--- src/rtl/e203_exu_decq.sv ---
// e203_exu_decq: decode queue between IFU and EXU dispatch.
// Each fetched instruction is predecoded as it enters. The register
// indices, enables, branch class, illegal flag and a MULH->MUL fusion
// hint are stored next to the raw fetch data.
// Optional feature macro: E203_DECQ_BYPASS_EN. When it is defined, an
// empty queue forwards the incoming instruction straight to the outputs
// in the same cycle.
module e203_exu_decq #(
  parameter int DEPTH       = 4,
  parameter int PC_SIZE     = 32,
  parameter int RFIDX_WIDTH = 5
) (
  input  logic                       clk,
  input  logic                       rst,
  input  logic                       flush,
  input  logic                       i_valid,
  output logic                       i_ready,
  input  logic [31:0]                i_instr,
  input  logic [PC_SIZE-1:0]         i_pc,
  input  logic                       i_prdt_taken,
  input  logic                       i_misalgn,
  input  logic                       i_buserr,
  output logic                       o_valid,
  input  logic                       o_ready,
  output logic [31:0]                o_instr,
  output logic [PC_SIZE-1:0]         o_pc,
  output logic                       o_prdt_taken,
  output logic                       o_misalgn,
  output logic                       o_buserr,
  output logic [RFIDX_WIDTH-1:0]     o_rs1idx,
  output logic [RFIDX_WIDTH-1:0]     o_rs2idx,
  output logic [RFIDX_WIDTH-1:0]     o_rdidx,
  output logic                       o_rs1en,
  output logic                       o_rs2en,
  output logic                       o_rdwen,
  output logic                       o_jal,
  output logic                       o_jalr,
  output logic                       o_bxx,
  output logic                       o_ilegl,
  output logic                       o_muldiv_b2b,
  output logic [$clog2(DEPTH):0]     count
);

  localparam int AW = $clog2(DEPTH);

  localparam logic [6:0] OP_JAL    = 7'b1101111;
  localparam logic [6:0] OP_JALR   = 7'b1100111;
  localparam logic [6:0] OP_BXX    = 7'b1100011;
  localparam logic [6:0] OP_LUI    = 7'b0110111;
  localparam logic [6:0] OP_AUIPC  = 7'b0010111;
  localparam logic [6:0] OP_STORE  = 7'b0100011;
  localparam logic [6:0] OP_OP     = 7'b0110011;
  localparam logic [6:0] F7_MULDIV = 7'b0000001;

  typedef struct packed {
    logic [31:0]            instr;
    logic [PC_SIZE-1:0]     pc;
    logic                   prdt_taken;
    logic                   misalgn;
    logic                   buserr;
    logic [RFIDX_WIDTH-1:0] rs1idx;
    logic [RFIDX_WIDTH-1:0] rs2idx;
    logic [RFIDX_WIDTH-1:0] rdidx;
    logic                   rs1en;
    logic                   rs2en;
    logic                   rdwen;
    logic                   jal;
    logic                   jalr;
    logic                   bxx;
    logic                   ilegl;
    logic                   b2b;
  } entry_t;

  // The fusion hint looks only at the raw 5-bit instruction fields.
  typedef struct packed {
    logic       mulh;
    logic [4:0] rs1;
    logic [4:0] rs2;
    logic [4:0] rd;
  } hist_t;

  entry_t        mem_q [DEPTH];
  logic [AW:0]   wptr_q, wptr_d;
  logic [AW:0]   rptr_q, rptr_d;
  hist_t         hist_q, hist_d;

  entry_t        dec;
  hist_t         cur_hist;
  entry_t        head;
  logic          full, empty, byp, push, pop, accept;

  assign empty   = (wptr_q == rptr_q);
  assign full    = (wptr_q[AW] != rptr_q[AW]) && (wptr_q[AW-1:0] == rptr_q[AW-1:0]);
  assign i_ready = !full && !flush;
  assign accept  = i_valid && i_ready;

`ifdef E203_DECQ_BYPASS_EN
  assign byp = empty && i_valid && !flush;
`else
  assign byp = 1'b0;
`endif

  // A bypassed instruction that is consumed in the same cycle never takes a slot.
  assign push    = accept && !(byp && o_ready);
  assign pop     = !empty && o_ready && !flush;
  assign o_valid = !empty || byp;
  assign count   = wptr_q - rptr_q;

  // Predecode the incoming instruction and match it against the history for the fusion hint.
  always_comb begin
    logic [6:0] op;
    logic [2:0] f3;
    logic [6:0] f7;
    logic       legal, is_jal, is_jalr, is_bxx, is_lui, is_auipc, is_store, is_op, is_mul;
    op       = i_instr[6:0];
    f3       = i_instr[14:12];
    f7       = i_instr[31:25];
    legal    = (i_instr[1:0] == 2'b11);
    is_jal   = (op == OP_JAL);
    is_jalr  = (op == OP_JALR);
    is_bxx   = (op == OP_BXX);
    is_lui   = (op == OP_LUI);
    is_auipc = (op == OP_AUIPC);
    is_store = (op == OP_STORE);
    is_op    = (op == OP_OP);
    is_mul   = is_op && (f7 == F7_MULDIV) && (f3 == 3'b000);

    dec            = '0;
    dec.instr      = i_instr;
    dec.pc         = i_pc;
    dec.prdt_taken = i_prdt_taken;
    dec.misalgn    = i_misalgn;
    dec.buserr     = i_buserr;
    dec.rs1idx     = RFIDX_WIDTH'(i_instr[19:15]);
    dec.rs2idx     = RFIDX_WIDTH'(i_instr[24:20]);
    dec.rdidx      = RFIDX_WIDTH'(i_instr[11:7]);
    dec.ilegl      = !legal;
    dec.rs1en      = legal && !(is_lui || is_auipc || is_jal);
    dec.rs2en      = legal && (is_bxx || is_store || is_op);
    dec.rdwen      = legal && !(is_bxx || is_store) && (i_instr[11:7] != 5'd0);
    dec.jal        = legal && is_jal;
    dec.jalr       = legal && is_jalr;
    dec.bxx        = legal && is_bxx;
    // Hint only when the MULH wrote neither of its own sources, so MUL can reuse its operands.
    dec.b2b        = is_mul && hist_q.mulh
                     && (i_instr[19:15] == hist_q.rs1) && (i_instr[24:20] == hist_q.rs2)
                     && (hist_q.rd != hist_q.rs1) && (hist_q.rd != hist_q.rs2);

    cur_hist.mulh  = is_op && (f7 == F7_MULDIV) && (f3 inside {3'b001, 3'b010, 3'b011});
    cur_hist.rs1   = i_instr[19:15];
    cur_hist.rs2   = i_instr[24:20];
    cur_hist.rd    = i_instr[11:7];
  end

  // The head comes from storage, or from the predecoder when an empty queue is bypassed.
  always_comb begin
    head = byp ? dec : mem_q[rptr_q[AW-1:0]];
  end

  assign o_instr      = head.instr;
  assign o_pc         = head.pc;
  assign o_prdt_taken = head.prdt_taken;
  assign o_misalgn    = head.misalgn;
  assign o_buserr     = head.buserr;
  assign o_rs1idx     = head.rs1idx;
  assign o_rs2idx     = head.rs2idx;
  assign o_rdidx      = head.rdidx;
  assign o_rs1en      = head.rs1en;
  assign o_rs2en      = head.rs2en;
  assign o_rdwen      = head.rdwen;
  assign o_jal        = head.jal;
  assign o_jalr       = head.jalr;
  assign o_bxx        = head.bxx;
  assign o_ilegl      = head.ilegl;
  assign o_muldiv_b2b = head.b2b;

  // Next-state for the pointers and history; flush wins over push and pop.
  always_comb begin
    wptr_d = wptr_q;
    rptr_d = rptr_q;
    hist_d = hist_q;
    if (flush) begin
      wptr_d = '0;
      rptr_d = '0;
      hist_d = '0;
    end else begin
      if (push)   wptr_d = wptr_q + (AW+1)'(1);
      if (pop)    rptr_d = rptr_q + (AW+1)'(1);
      if (accept) hist_d = cur_hist;
    end
  end

  // Control state register; async reset clears everything at once.
  always_ff @(posedge clk or posedge rst) begin
    if (rst) begin
      wptr_q <= '0;
      rptr_q <= '0;
      hist_q <= '0;
    end else begin
      wptr_q <= wptr_d;
      rptr_q <= rptr_d;
      hist_q <= hist_d;
    end
  end

  // Entry storage; cleared on reset so the outputs of an idle queue read zero.
  always_ff @(posedge clk or posedge rst) begin
    if (rst) begin
      for (int i = 0; i < DEPTH; i++) mem_q[i] <= '0;
    end else if (push) begin
      mem_q[wptr_q[AW-1:0]] <= dec;
    end
  end

endmodule

--- config.mk ---
export PLATFORM = sky130hd
export DESIGN_NAME = e203_exu_decq
export DESIGN_NICKNAME = d
export VERILOG_FILES = /design/src/rtl/e203_exu_decq.sv
export SDC_FILE = /design/constraint.sdc
export NUM_CORES = 1
export LEC_CHECK = 0
export ABC_AREA = 1
export ABC_CLOCK_PERIOD_IN_PS = 10200
export BUFFER_PORTS_ARGS = -buffer_cell sky130_fd_sc_hd__buf_2
export CORE_MARGIN = 1
export CORE_UTILIZATION = 59
export CTS_CLUSTER_SIZE = 16
export DETAILED_ROUTE_END_ITERATION = 6
export PLACE_DENSITY_LB_ADDON = 0.1
export SLEW_MARGIN = 20
export SYNTH_ARGS = -nofsm -noshare
export SYNTH_HDL_FRONTEND = slang
export SYNTH_SLANG_ARGS = --single-unit
--- constraint.sdc ---
create_clock -name clk -period 10.2 [get_ports clk]
set_input_delay 0.51 -clock clk [delete_from_list [all_inputs] [get_ports clk]]
set_output_delay 0.51 -clock clk [all_outputs]
set_load 0.02 [all_outputs]
# [Word-level counts from Yosys, hierarchy flattened]
# Cells that the tools add are included.
[totals] input_bits=72 regBits=382 out_inout_bits=95 wordCells=145
[classes] n_lt_le_gt_ge=3 bitwise=2 addsub=3 reduce_logical=36 mux=12 n_eq_ne=19
[ops] op="$bwmux W360" n=1
[ops] op="$mux W90" n=3
[ops] op="$bmux W90 S2" n=1
[ops] op="$demux W90 S2" n=1
[ops] op="$mux W16" n=2
[ops] op="$eq A7 B6 Y1 const B" n=3
[ops] op="$eq A7 B7 Y1 const B" n=3
[ops] op="$logic_and A1 B1 Y1" n=21
[ops] op="$mux W3" n=4
[ops] op="$eq A5 B5 Y1" n=2
[ops] op="$ne A5 B5 Y1" n=2
[ops] op="$eq A7 B1 Y1 const B" n=1
[ops] op="$eq A7 B5 Y1 const B" n=1
[ops] op="$add A3 B1 Y3 const B" n=2
[ops] op="$eq A3 B2 Y1 const B" n=2
[ops] op="$ge A3 B3 Y1 const B" n=2
[ops] op="$logic_not A1 Y1" n=6
[ops] op="$not A2 Y3" n=2
[ops] op="$reduce_bool A5 Y1" n=1
[ops] op="$logic_or A1 B1 Y1" n=4
[ops] op="$reduce_bool A2 Y1" n=2
[ops] op="$eq A3 B1 Y1 const B" n=1
[ops] op="$eq A3 B3 Y1" n=1
[ops] op="$logic_not A3 Y1" n=1
[ops] op="6 further kinds" n=6

# [Longest topological paths before layout]
# Gate-level depths: netlist of the first run.
[depth] ltp_word=9 ltp_mapped=13 mapped_depth_nobuf=9

# [Worst setup path after synthesis of the first run]
# Ideal clock, no wire load.
[synth_timing] path_type="register -> output" startpoint="register rptr_q[0]" endpoint="output port o_rdidx[0]" path_stages_with_launch=7 required_time_ns=9.690 arrival_time_ns=1.813 path_slack_ns=7.877 path_buffers=3 cell_sequence="dfrtp_1 inv_2 clkbuf_1 clkbuf_1 nor2_1 o22ai_1 buf_4"
[synth_via] elab_chain_cells=4
[synth_lines] item="from (decl)" line="84" text="logic [AW:0] rptr_q, rptr_d;"
[synth_lines] item="from (signal assigned)" line="201" text="rptr_q <= rptr_d;"
[synth_lines] item="$not A2 Y3 (implied by the code)" line="157" text="head = byp ? dec : mem_q[rptr_q[AW-1:0]];"
[synth_lines] item="$bmux W90 S2" line="157"
[synth_lines] item="$mux W90 (implied by the code) (2 in series)" line="157"
[synth_lines] item="to (decl)" line="32" text="output logic [RFIDX_WIDTH-1:0] o_rdidx,"
# No other way between the ends. The select of a mux whose other input is x is not followed.

# [Final worst setup path of the first run]
[layout_timing] startpoint="register rptr_q[1]" endpoint="register mem_q[170] (netlist bit)"
[layout_via] elab_chain_cells=5
[layout_lines] item="$eq A2 B2 Y1" line="93" text="assign full = (wptr_q[AW] != rptr_q[AW]) && (wptr_q[AW-1:0] == rptr_q[AW-1:0]);"
[layout_lines] item="$logic_and A1 B1 Y1" line="93"
[layout_lines] item="$logic_not A1 Y1" line="94" text="assign i_ready = !full && !flush;"
[layout_lines] item="$logic_and A1 B1 Y1" line="94"
[layout_lines] item="$logic_and A1 B1 Y1" line="95" text="assign accept = i_valid && i_ready;"
[layout_lines] item="to (signal, indexed assignment)" line="211" text="mem_q[wptr_q[AW-1:0]] <= dec;"
[layout_lines] item="to (decl)" line="82" text="entry_t mem_q [DEPTH];"
# No other way between the ends.
# A chain may end at the register's enable or synchronous reset.

==> results of run 1 <==
-- final timing paths --
path,end,cells past startpoint
max,mem_q[170],11
min,mem_q[67],2
max reg2reg,mem_q[170],11
min reg2reg,mem_q[221],2
max in group asynchronous,mem_q[305],4
min in group clk,mem_q[46],3
-- layout by cell type, fill, tap and decap left out, types with 2 or more instances in the layout --
cell | Yosys | final
buf_2 | 31 | 166
buf_4 | 25 | 12
clkbuf_1 | 64 | 9
clkbuf_16 | 0 | 37
clkbuf_8 | 0 | 9
clkinv_2 | 0 | 5
dfrtp_1 | 322 | 320
ha_1 | 7 | 7
inv_1 | 56 | 54
nand2_1 | 728 | 728
nand3_1 | 13 | 13
nand3_2 | 2 | 2
nand4_1 | 3 | 3
nor2_1 | 169 | 167
nor2_4 | 1 | 4
nor3_1 | 3 | 3
o21ai_0 | 242 | 242
o21ai_1 | 24 | 24
o21ai_2 | 9 | 9
o22ai_1 | 87 | 87
xnor2_1 | 9 | 9
xor2_1 | 3 | 3
-- kinds of logic (layout without fill, tap and decap cells) --
group                    count (synthesis)  in the layout
AO/OA/AOI/OAI                          363            363
XOR/XNOR                                12             12
adder cells (fa/ha/maj)                  8              8
buffers and inverters                  191            297
flip-flops                             322            322
AND/OR/NAND/NOR                        921            921
-- power by group through the flow --
stage          Sequential (mW)  Clock [mW]  Combinational [mW]
6_report                  1.90        1.21                1.26
5_1_grt                   1.94        1.28                1.40
4_1_cts                   1.89        1.23                1.26
3_5_place_dp              1.91           0                1.26
3_3_place_gp              1.90           0                1.23
2_1_floorplan             1.84           0               0.953
-- synthesized netlist by cell type --
cell and n:
o21ai_1 24, nand3_2 2, inv_2 5, o22ai_1 87, xnor2_1 9, buf_6 9, nor3_1 3, nor2_4 1
ha_1 7, nand2_1 728, o21ai_0 242, o21ai_2 9, fa_1 1, nand3_1 13, buf_4 25, xor2_1 3
nand4_1 3, nor4_1 1, inv_1 56, buf_2 31, clkbuf_1 64, o211ai_1 1, nor2_1 169, nor2_2 1
dfrtp_1 322, buf_1 1
-- critical path, stage by stage (launching register included) --
cell and delay, ns:
dfrtp_2 0.33, buf_4 0.72, inv_2 0.07, ha_1 0.34, nand3_2 0.10, nand3_2 0.45, nor2_4 0.21, buf_4 0.55
clkinv_2 0.64, buf_4 0.58, nand2_1 0.15, o21ai_0 0.10
-- routing by layer --
layer | share of wire [%] | wire (um) | GRT usage, % | vias to the layer above
met2 | 47 | 17800 | 49.1 | 458
li1 | - | - | - | 5982
met1 | 45 | 16900 | 42.8 | 5932
met5 | 0.037 | 14 | 0 | -
met3 | 6.6 | 2510 | 4.16 | 56
met4 | 1.9 | 709 | 8.74 | 2
-- sequential cells by signal, indices dropped and copies added, names as in the netlist --
signal / cells
wptr_q: 3
hist_q: 16
rptr_q: 3
mem_q: 300
-- layout make-up --
| type | instances | area, um^2 |
|---|---|---|
| Sequential cell | 322 | 8060 |
| Fill cell | 2051 | 7860 |
| Multi-Input combinational cell | 1304 | 5700 |
| Clock buffer | 55 | 1080 |
| Timing Repair Buffer | 180 | 952 |
| Tap cell | 324 | 405 |
| Inverter | 61 | 244 |
| Clock inverter | 1 | 5.00 |
==> flow_metrics.tcl, run 1 <==
set metrics [dict create \
    muxShareOfSynthArea_pct 0 \
    synth_area_leaders "dfrtp_1 (55%), nand2_1 (19%), o21ai_0 (8.3%)" \
    track_usage_pct 30.3 \
    synth-adder-area-share_pct 0.734 \
    irDropWorstVdd_uv 164 \
    synth_compound_area_share_pct 13.4 \
    postCtsHoldBufs 0 \
    setup-violations-final 0 \
    vias 12400 \
    cp.required_ns 10.55 \
    cts_buffers 35 \
    drive_gt1_share_pct 13.1 \
    worst_pin_slew_ns 1.15 \
    drv_cap 0 \
    diodes 0 \
    p_int_mw 2.82 \
    wire_per_inst_um 16.9 \
    finalPower_mw 4.37 \
    p_sw_mw 1.55 \
    clk_latency_ns 0.51 \
    totalWireLength_mm 37.9 \
    place_area_um2 15400 \
    setup_ws_ns 5.71 \
    startpoint "rptr_q[1]" \
    r2r-start "rptr_q[1]" \
    core-area_um2 24300 \
    start_util_pct 60.3 \
    synth.distinct_cells 26 \
    synth_top_area_share_pct 55.0 \
    final_util_pct 67.7 \
    r2r_slack_ns 5.71 \
    clkTransAtPathRegs_ns 0.06 \
    fin_crit_ns 4.49 \
    first_pass_iters 5 \
    io_buffers 166 \
    yosysSeqAreaShare_pct 55.0 \
    netlist_area_um2 14700 \
    syn_area_per_cell_um2 8.07 \
    slew_headroom_pct 23.6 \
    syn_inst 1817 \
    critPathKind "reg2reg" \
    grt_max_degree 138 \
    die_width_um 160 \
    syn-num-nets 1897 \
    dp.cells 2191 \
    yosys.area_share.simple_pct 23.9 \
    drt_iter0_drc 1198 \
    final-max-slew-violation-count 0 \
    path_max_fanout 78 \
    ant_nets 0 \
    dieArea_um2 25500 \
    synth_top_area_cell "dfrtp_1" \
    area_growth_pct 12.3 \
    postCtsSetupRepairBufs 0 \
    ctsLongestPathBuffers 3 \
    htreeDepth 2 \
    synth_top_family_by_area "simple AND/OR/NAND/NOR gates" \
    hold_slack_ns 0.157 \
    io_pins 167 \
    grt_pass1_wl_mm 62.0 \
    drc_errors 0 \
    clkPwrFrac_pct 27.8 \
    pwr-share-seq_pct 43.5 \
    viasPerCell 5.53 \
    p_comb_share_pct 28.7 \
    outcome "finished clean" \
    gp_congestion 0.801 \
    hp-class "in2async" \
    fin_skew_ns 0.00744 \
    post_cts_resized 0 \
    clock-sinks 322 \
    overflow 0 \
    cp-start-kind "flip-flop" \
    final_cells 2247 \
    clock.fmax_mhz 223 \
    place_ws_ns 5.81 \
    nNetsFinal 1984 \
    synthXorXnorAreaFrac_pct 0.717 \
    powerDensity_nw_per_um2 266 \
    row_count 57 \
    finalSetupTns_ns 0 \
    cts_tree "done" \
    dp_hpwl_mm 20.9 \
    period_share_pct 44.0 \
    rsz0062_at_grt "no" \
    cp-end-kind "flip-flop" \
    antenna_found_initial 1 \
    worst-endpoint-arrival_ns 4.84 \
    cts-root-buf "clkbuf_16" \
    ys_warn_count 0 \
    grt_pass1_vias 12000 \
    ys_ff_latch 322 \
    final_area_um2 16500 \
    hold_violations 0 \
    leakage_nw 8.68 \
    die_y_um 160 \
    p_sw_share_pct 35.5 \
]
No activity file was read; power rests on OpenSTA's default activity.
==> inputs of run 2 (changes only) <==
- ABC_CLOCK_PERIOD_IN_PS: 10200 -> 3700
- CORE_UTILIZATION: 59 -> 53
- clock period: 10.2 -> 3.7 ns (I/O delays scaled with it)
==> run 2 against run 1 <==
  * Routed wire length increased by 3.8%
  * Count of clock-buffer cells in the layout increased by 2
  * Register-to-register slack got worse by 5.0 ns
  * Sequential power increased to 2.7 times the previous value
  * Global-route usage decreased by 1.9 points
  * Clock power increased to 2.9 times the previous value
  * Flip-flop and latch count unchanged
  * Combinational power increased to 2.8 times the previous value
==> flow_metrics.tcl, run 2 (same netlist as run 1, synthesis figures left out) <==
set metrics [dict create \
    outcome "finished clean" \
    fill_cells 2388 \
    cp.required_ns 3.51 \
    row_count 60 \
    rsz0062_at_grt "no" \
    first_pass_iters 5 \
    setup-violations-final 0 \
    fin_crit_ns 3.41 \
    wire_per_inst_um 16.9 \
    ant_nets 0 \
    track_usage_pct 28.4 \
    postCtsSetupRepairBufs 0 \
    worst-endpoint-arrival_ns 3.22 \
    register_area_um2 8060 \
    cts_tree "done" \
    crit_path_cell_trace "buf_4 -> buf_4 -> o21ai_0 -> o22ai_1 -> buf_2" \
    ctsLongestPathBuffers 3 \
    powerDensity_nw_per_um2 713 \
    grt_max_degree 95 \
    place_ws_ns 0.674 \
    viasPerCell 5.42 \
    final_cell_mix "nand2_1 (728), dfrtp_1 (320), o21ai_0 (242), nor2_1 (167), buf_2 (166)" \
    start_util_pct 54.2 \
    r2r_slack_ns 0.67 \
    hold_violations 0 \
    place_area_um2 15500 \
    irDropWorstVdd_uv 407 \
    hp-class "in2reg" \
    drive_gt1_share_pct 13.3 \
    totalWireLength_mm 39.3 \
    hold_path_depth 3 \
    grt_pass1_vias 12000 \
    cts_buffers 36 \
    antenna_found_initial 0 \
    dp.cells 2218 \
    setup_ws_ns 0.294 \
    io_buffers 166 \
    cp-start-kind "flip-flop" \
    final-max-slew-violation-count 0 \
    finalPower_mw 12.2 \
    regMostFlops "mem_q" \
    hold_slack_ns 0.0194 \
    dieArea_um2 28300 \
    cpMostUsedCell "buf_4" \
    final_cells 2324 \
    reg_top3 "mem_q (300), hist_q (16)" \
    io_pins 167 \
    clock.fmax_mhz 294 \
    r2r-end "mem_q[5]" \
    multi_input_area_um2 5700 \
    fin_skew_ns 0.00923 \
    core-area_um2 27000 \
    grt_pass1_wl_mm 63.9 \
    cp-end-kind "output port" \
    r2r-start "wptr_q[0]" \
    final_area_um2 17100 \
    drv_cap 0 \
    critPathKind "reg2out" \
    diodes 0 \
    slew_headroom_pct 34.4 \
    slowest_delay_ns 0.83 \
    clk_latency_ns 0.51 \
    gp_congestion 0.783 \
    worst_pin_slew_ns 0.983 \
    clkTransAtPathRegs_ns 0.06 \
    area_growth_pct 16.8 \
    period_share_pct 92.0 \
    holdPathEnd "mem_q[70]" \
    largest_reg_flops 300 \
    leakage_nw 8.96 \
    hp-start "i_instr[12]" \
    post_cts_resized 0 \
    drc_errors 0 \
    reg2reg_depth 9 \
    htreeDepth 2 \
    postCtsHoldBufs 45 \
    die_y_um 168 \
    nNetsFinal 2040 \
    path_max_fanout 84 \
    die_width_um 168 \
    slowest_stage "buf_4" \
    drt_iter0_drc 1060 \
    final_common_cell "nand2_1" \
    dp_hpwl_mm 22.4 \
    vias 12600 \
    clock-sinks 322 \
    cts-root-buf "clkbuf_16" \
    overflow 0 \
]
-- run 2: worst max-delay path by stage --
stage / from / to / cells past startpoint
floorplan: rst / hist_q[0] / 1
global placement: wptr_q[0] / mem_q[66] / 9
detailed placement: wptr_q[0] / mem_q[5] / 9
CTS: rptr_q[0] / o_instr[22] / 5
global route: rptr_q[0] / o_rs2idx[2] / 5
finish: rptr_q[0] / o_pc[16] / 5
-- run 2: per-layer routing --
layer,wire length (um),global-route usage (%),part of all wire [%]
met1,18200,40.9,46
met5,0,0,0
met3,2230,3.74,5.7
met2,18200,45.9,46
met4,640,6.60,1.6
-- run 2: final cells by class --
cell class / count / area share [%]
clock buffer: 57 / 6.37
clock inverter: 4 / 0.263
inverter: 61 / 1.40
multi-input combinational: 1304 / 33.3
sequential: 322 / 47.1
tap: 341 / 2.49
timing repair buffer: 235 / 9.05
-- run 2: power breakdown --
group	switching [mW]	leakage [nW]	internal [mW]
clock network	1.37	0.560	2.08
logic	2.37	4.26	1.22
registers	0.555	4.15	4.61
-- run 2: worst max-delay path: cells and delay by family, from the launching register on --
kind | cells | cell delay, ns
DFF | 1 | 0.40
buffers and inverters | 3 | 1.69
AOI/OAI and AO/OA | 2 | 0.57
-- run 2: stage by stage --
stage	util [%]	setup TNS, ns
after detailed placement	57.5	0
after CTS	63.3	0
after global routing	63.3	0
after floorplan	-	-251.09
final	63.3	0
after global placement	57.5	0
